--- config.mk ---
export PLATFORM = sky130hd
export DESIGN_NAME = seq_divider
export DESIGN_NICKNAME = d
export VERILOG_FILES = /design/src/rtl/seq_divider.sv
export SDC_FILE = /design/constraint.sdc
export NUM_CORES = 1
export LEC_CHECK = 0
export BUFFER_PORTS_ARGS = -buffer_cell sky130_fd_sc_hd__clkbuf_2
export CAP_MARGIN = 0
export CORE_MARGIN = 3
export CORE_UTILIZATION = 54
export CTS_BUF_LIST = sky130_fd_sc_hd__clkbuf_16
export CTS_CLUSTER_DIAMETER = 60
export DETAILED_ROUTE_END_ITERATION = 10
export PLACE_DENSITY = 0.78
export RECOVER_POWER = 50
export REMOVE_ABC_BUFFERS = 1
export SETUP_SLACK_MARGIN = 0.4
export SLEW_MARGIN = 25
export SYNTH_ARGS = -nofsm -noshare
export SYNTH_HDL_FRONTEND = slang
export SYNTH_SLANG_ARGS = --single-unit
--- constraint.sdc ---
create_clock -name clock -period 3.78 [get_ports clock]
set_input_delay 0.567 -clock clock [delete_from_list [all_inputs] [get_ports clock]]
set_output_delay 0.567 -clock clock [all_outputs]
set_load 0.01 [all_outputs]
--- src/rtl/seq_divider.sv ---
`default_nettype none
// ============================================================================
// Module      : seq_divider
// Description : Multi-cycle signed 32-bit restoring divider. Divides operand
//               magnitudes at one quotient bit per cycle, then applies signs.
//               Quotient truncates toward zero; remainder follows the dividend.
// Revision    : 1.0 - initial release
// ============================================================================
module seq_divider (
    input  logic        clock,
    input  logic        reset_n,
    input  logic        ctrl_DIV,
    input  logic [31:0] data_operandA,
    input  logic [31:0] data_operandB,
    output logic [31:0] data_result,
    output logic [31:0] data_remainder,
    output logic        data_exception,
    output logic        data_resultRDY,
    output logic        busy
);

    typedef enum logic [1:0] {
        S_IDLE = 2'd0,
        S_ITER = 2'd1,
        S_FIX  = 2'd2,
        S_DONE = 2'd3
    } state_t;

    state_t      state;
    state_t      state_next;

    logic [4:0]  count;        // iteration counter; reused as FIX phase flag
    logic [31:0] rem_acc;      // partial remainder (always < |B|, fits 32 bits)
    logic [31:0] quo;          // dividend shifting out / quotient shifting in
    logic [31:0] div_mag;      // |B|
    logic        sign_q;
    logic        sign_r;
    logic        zero_div;

    logic        start;
    logic [31:0] mag_a;
    logic [31:0] mag_b;
    logic [32:0] shifted;
    logic [32:0] trial;
    logic        trial_ok;
    logic [31:0] neg_q;
    logic [31:0] neg_r;

    // A new operation is only accepted when no division is in flight
    assign start    = ctrl_DIV && ((state == S_IDLE) || (state == S_DONE));

    // Invert-plus-one magnitude; 0x80000000 maps to itself and is read unsigned
    assign mag_a    = data_operandA[31] ? (~data_operandA + 32'd1) : data_operandA;
    assign mag_b    = data_operandB[31] ? (~data_operandB + 32'd1) : data_operandB;

    // 33-bit trial subtraction; bit 32 set means the trial went negative
    assign shifted  = {rem_acc, quo[31]};
    assign trial    = shifted - {1'b0, div_mag};
    assign trial_ok = ~trial[32];

    assign neg_q    = ~quo + 32'd1;
    assign neg_r    = ~rem_acc + 32'd1;

    // State register
    always_ff @(posedge clock) begin
        if (!reset_n) begin
            state <= S_IDLE;
        end else begin
            state <= state_next;
        end
    end

    // Next-state logic; FIX spends two cycles: sign fix-up, then settle
    always_comb begin
        state_next = state;
        case (state)
            S_IDLE: begin
                if (ctrl_DIV) begin
                    state_next = S_ITER;
                end
            end
            S_ITER: begin
                if (count == 5'd31) begin
                    state_next = S_FIX;
                end
            end
            S_FIX: begin
                if (count != 5'd0) begin
                    state_next = S_DONE;
                end
            end
            S_DONE: begin
                state_next = ctrl_DIV ? S_ITER : S_IDLE;
            end
            default: begin
                state_next = S_IDLE;
            end
        endcase
    end

    // Datapath: operand capture, restoring iterations and sign fix-up
    always_ff @(posedge clock) begin
        if (!reset_n) begin
            count          <= 5'd0;
            rem_acc        <= 32'd0;
            quo            <= 32'd0;
            div_mag        <= 32'd0;
            sign_q         <= 1'b0;
            sign_r         <= 1'b0;
            zero_div       <= 1'b0;
            data_result    <= 32'd0;
            data_remainder <= 32'd0;
            data_exception <= 1'b0;
        end else if (start) begin
            count    <= 5'd0;
            rem_acc  <= 32'd0;
            quo      <= mag_a;
            div_mag  <= mag_b;
            sign_q   <= data_operandA[31] ^ data_operandB[31];
            sign_r   <= data_operandA[31];
            zero_div <= (data_operandB == 32'd0);
        end else if (state == S_ITER) begin
            count   <= count + 5'd1;
            rem_acc <= trial_ok ? trial[31:0] : shifted[31:0];
            quo     <= {quo[30:0], trial_ok};
        end else if (state == S_FIX) begin
            if (count == 5'd0) begin
                count <= 5'd1;
                if (zero_div) begin
                    data_result    <= 32'd0;
                    data_remainder <= 32'd0;
                    data_exception <= 1'b1;
                end else begin
                    data_result    <= sign_q ? neg_q : quo;
                    data_remainder <= sign_r ? neg_r : rem_acc;
                    data_exception <= 1'b0;
                end
            end else begin
                count <= 5'd0;
            end
        end
    end

    // Registered status flags derived from the upcoming state
    always_ff @(posedge clock) begin
        if (!reset_n) begin
            busy           <= 1'b0;
            data_resultRDY <= 1'b0;
        end else begin
            busy           <= (state_next == S_ITER) || (state_next == S_FIX);
            data_resultRDY <= (state_next == S_DONE);
        end
    end

endmodule
`default_nettype wire

# Yosys cells after proc, flatten, opt, wreduce, memory -nomap -nowiden
# Index checks and enable logic that the tools add are counted.
# classes
add_sub_neg	6
n_eq_ne	7
muxes	18
n_bitwise	9
n_reduce_logical	11
# op_table
operator	n
2-to-1 mux 32 bit	9
adder 32 x 1 -> 32 bit, second input constant	4
NOT 32 bit	4
subtractor 33 x 32 -> 33 bit	1
zero test 32 bit	1
2-to-1 mux 5 bit	2
== test 2 bit, second input constant	4
case mux 2 bit (4 select lines)	1
2-to-1 mux 2 bit	3
adder 5 x 1 -> 5 bit, second input constant	1
== test 5 bit, second input constant	1
zero test 5 bit	1
nonzero test 5 bit	1
== test 2 x 1 -> 1 bit, second input constant	2
NOT 1 bit	4
AND reduction 4 bit	1
nonzero test 2 bit	2
2-to-1 mux 1 bit	3
zero test 2 bit	1
logical OR 1 bit	2
OR reduction 2 bit	1
logical AND 1 bit	1
XOR 1 bit	1
# totals
ff_bits	173
input_bits	67
output_inout_bits	67
wordCells	64

# Logic depth before layout (Yosys ltp)
# logic_depth
ltp_word	5
ltp_mapped	14
mapped_depth_nobuf	12

# Least setup slack after synthesis
# Ideal clock, no wire load.
# synth_path
kind	flip-flop to flip-flop
startpoint	register quo[31]
endpoint	register rem_acc[10]
setup_time_ps	132
arrival_time_ps	3451
path_slack_ps	196
stages_incl_launch_ff	15
path_buffers	2
synth_period_minus_slack_ps	3584
path_cell_list	dfxtp_1 inv_1 ha_1 fa_1 nand2b_1 a21oi_1 o311a_1 a41oi_1 o31a_1 o2111a_1 xnor2_1 buf_1 buf_2 mux2i_1 a21oi_1
# synth_via
elab_chain_cells	2
# synth_lines
element	line_no	source
from (decl)	34	logic [31:0] quo;
from (signal assigned)	117	quo <= mag_a;
from (signal assigned)	125	quo <= {quo[30:0], trial_ok};
subtractor 33 x 32 -> 33 bit	58	assign trial = shifted - {1'b0, div_mag};
2-to-1 mux 32 bit	124	rem_acc <= trial_ok ? trial[31:0] : shifted[31:0];
to (signal assigned)	124	
to (decl)	33	logic [31:0] rem_acc;
# Every way passes these cells.
# A chain may end at the register's enable or synchronous reset.

# Final worst setup path
# layout_path
startpoint	register quo[2]
endpoint	register data_result[31]
# layout_via
elab_chain_cells	4
# layout_lines
element	line_no	source
NOT 32 bit	61	assign neg_q = ~quo + 32'd1;
adder 32 x 1 -> 32 bit	61	
2-to-1 mux 32 bit	134	data_result <= sign_q ? neg_q : quo;
2-to-1 mux 32 bit	129	if (zero_div) begin
to (signal assigned)	134	
to (decl)	15	output logic [31:0] data_result,
# Every way passes these cells.

==> results.json <==
{
  "critPathRequiredTime_ns": 4.10,
  "cts-buffers-inserted": 17,
  "yosys_most_used_dff": "dfxtp_1",
  "nNetsFinal": 1613,
  "grt.total_usage": 0.2631,
  "grt_pass1_wl_um": 48730,
  "fmax_mhz": 289.6,
  "gr-total-overflow": 0,
  "drv_slew": 141,
  "die_h_um": 151.2,
  "synthTopCellsByArea": "dfxtp_1, xnor2_1, nand2_1",
  "swShare": 0.3500,
  "initial_core_util": 0.5556,
  "synth_async_sr_flop_share": 0,
  "synthTopCellsByCount": "dfxtp_1, nand2_1, xnor2_1",
  "p_sw_mw": 1.994,
  "clk_latency_ns": 0.44,
  "core-area_sq_mm": 0.02049,
  "cts-root-buf": "clkbuf_16",
  "syn_inst": 1403,
  "via_per_inst": 5.987,
  "synth_top_area_share": 0.3042,
  "layout-drive-gt1-share": 0.1183,
  "gp_congestion": 0.9143,
  "remaining_drc_errors": 0,
  "crit_family": "simple AND/OR/NAND/NOR gates",
  "hold_viol": 0,
  "hold_buffers": 0,
  "clock_path_buffers": 2,
  "final_antenna_net_count": 0,
  "tns_ns": 0,
  "seqPwrFrac": 0.358,
  "synth_seq_cells": 173,
  "htreeDepth": 4,
  "critPathMaxStageDelay_ns": 0.53,
  "route.vias.total": 10710,
  "synth_top_area_cell": "dfxtp_1",
  "fin_cells": 1788,
  "clock_power_share": 0.292,
  "numPortBuffers": 133,
  "max_cap_violations": 2,
  "hpwlAfterDp_um": 21000,
  "critical_path_class": "register to register",
  "worst_pin_slew_ns": 1.700,
  "violations": "max-capacitance violations, max-slew violations",
  "grt_pass1_vias": 9800,
  "cp_max_fo": 3,
  "cts.sinks": 173,
  "wl_per_cell_um": 17.42,
  "combPwrFrac": 0.350,
  "ys_warn_count": 0,
  "arrival_ns": 3.78,
  "p_int_mw": 3.702,
  "io_pins": 134,
  "synth_edf_count": 0,
  "synthToLayoutAreaGrowth_pct": 14.76,
  "synth_area_per_cell_sq_um": 8.115,
  "power_density_mw_per_mm2": 435.9,
  "worstSetupEndpointType": "register",
  "slew_headroom": -0.1334,
  "path_common_cell": "or4_4",
  "num_rows": 52,
  "chipWidth_um": 151.2,
  "dieArea_sq_mm": 0.02286,
  "synth_most_common_cell": "dfxtp_1",
  "dp_cells": 1732,
  "totalWireLength_um": 31150,
  "dr.pass1.iters": 6,
  "worst_hold_path_type": "input port to register",
  "cp_num_buf_inv": 0,
  "layout_worst_path_cycle_share": 0.9136,
  "start_kind": "register",
  "p_leak_nw": 5.447,
  "synth.distinct_cells": 65,
  "setup_violations": 0,
  "rsz0062_at_grt": "true",
  "post-route-min-period_ns": 3.454,
  "nFillCells": 1825,
  "path_clk_slew_ns": 0.07,
  "drt_iter0_drc": 1095,
  "cp_slowest_cell": "or4_4",
  "synthesis.area_sq_mm": 0.01139,
  "grt_max_degree": 88,
  "worstPathCellList": "or4_4 > or4_4 > or4_4 > or4_4 > or3_4 > or2_4 > o31ai_4 > xnor2_2 > o21ai_2",
  "ir_drop_v": 0.0003591,
  "cts_tree": "yes",
  "skew_ns": 0.01241,
  "status": "finished with violations",
  "ys_seq_area_frac": 0.3042,
  "grt_antenna_before_repair": 4
}
[layer usage]
metal,part of all wire,up-vias,global-route usage
li1,-,5221,-
met1,0.44,5074,0.3484
met2,0.48,341,0.4383
met3,0.052,69,0.03621
met4,0.026,0,0.09338
met5,0,-,0
[through the flow]
| step | setup slack [ns] | cell area (sq um) | power (mW) | hold WS [ns] | utilization |
|---|---|---|---|---|---|
| after floorplan | -3.286 | 11030 | 3.294 | 0.4198 | - |
| after detailed placement | 0.1588 | 12240 | 3.713 | 0.4436 | 0.5972 |
| after CTS | 0.3634 | 12930 | 5.493 | 0.4188 | 0.6309 |
| final | 0.3264 | 13070 | 5.696 | 0.4282 | 0.6375 |
| after global placement | 0.2090 | 12240 | 3.681 | 0.4367 | 0.5971 |
| after global routing | 0.1216 | 13060 | 5.966 | 0.4429 | 0.6374 |
[cell usage in the layout, fill, tap and decap left out, types with 5 or more instances in the layout]
master	count
clkbuf_16	20
nor3_1	26
inv_1	59
o31ai_1	36
or2_2	9
buf_4	27
o211a_1	50
nor4_1	8
o41ai_1	13
o211ai_1	10
nand4_1	9
nand2b_1	14
or3_1	16
a22oi_1	39
and3_1	14
dfxtp_1	169
and2_1	13
diode_2	5
ha_1	43
nand3_1	25
nand3b_1	5
o21ai_0	109
a211oi_1	7
a21oi_1	75
xnor2_1	111
nor2b_1	60
nor2_1	40
clkbuf_2	67
nand2_1	157
a21o_1	10
clkbuf_1	67
nand4b_1	11
xor2_1	30
mux2i_1	55
or4_1	11
[state kept, by name, summed over array words and instances (netlist names)]
name,count
data_remainder,32
data_result,32
div_mag,32
quo,32
rem_acc,32
count,5
state,2
busy,1
data_exception,1
data_resultRDY,1
sign_q,1
sign_r,1
zero_div,1
[kinds of logic (layout without fill, tap and decap cells)]
logic type      Yosys count  after routing  synth area share
mux                      57             57           0.05022
simple gates            440            440            0.2009
other cells               0              5                 0
fa+ha+maj                45             45           0.05011
compound gates          392            392            0.2340
flops                   173            173            0.3042
buf+inv                 153            263           0.05066
xor+xnor                143            143            0.1100
[area by class of cell]
class                      count  area [sq um]  share of cell area
timing repair buffer         172          1022             0.07823
tap                          270         337.8             0.02585
inverter                      60         227.7             0.01743
clock inverter                14         111.4            0.008522
antenna                        5         12.51           0.0009576
multi-input combinational   1077          7458              0.5708
sequential                   173          3471              0.2656
clock buffer                  17         425.4             0.03256
[worst reg2reg max path: stages (launching register included)]
cell and delay [ns]:
dfxtp_1 0.32, or4_4 0.53, or4_4 0.42, or4_4 0.45
or4_4 0.50, or3_4 0.35, or2_4 0.27, o31ai_4 0.26
xnor2_2 0.14, o21ai_2 0.07
[path summary, 6_finish.rpt]
kind,start,end,slack [ns],depth (start not counted)
max,quo[2],data_result[31],0.33,9
min,data_operandB[0],div_mag[0],0.43,3
max reg2reg,quo[2],data_result[31],0.33,9
min reg2reg,data_result[26],data_result[26],0.45,2
[power by group through the flow]
stage                     Clock, mW  Combinational [mW]  Sequential, mW
after global placement            0                1.61            2.07
final                          1.66                1.99            2.04
after CTS                      1.68                1.78            2.03
after detailed placement          0                1.64            2.07
after floorplan                   0                1.25            2.04
after global routing           1.76                2.16            2.05
[repair_timing]
action | in CTS | in global routing
setup endpoints to repair | 36 | 37
pin swaps | 9 | 28
setup buffers | 7 | 8
resized for setup | 9 | 20
gates cloned | 2 | 3
Note: power is estimated with default switching activity, not from simulation.
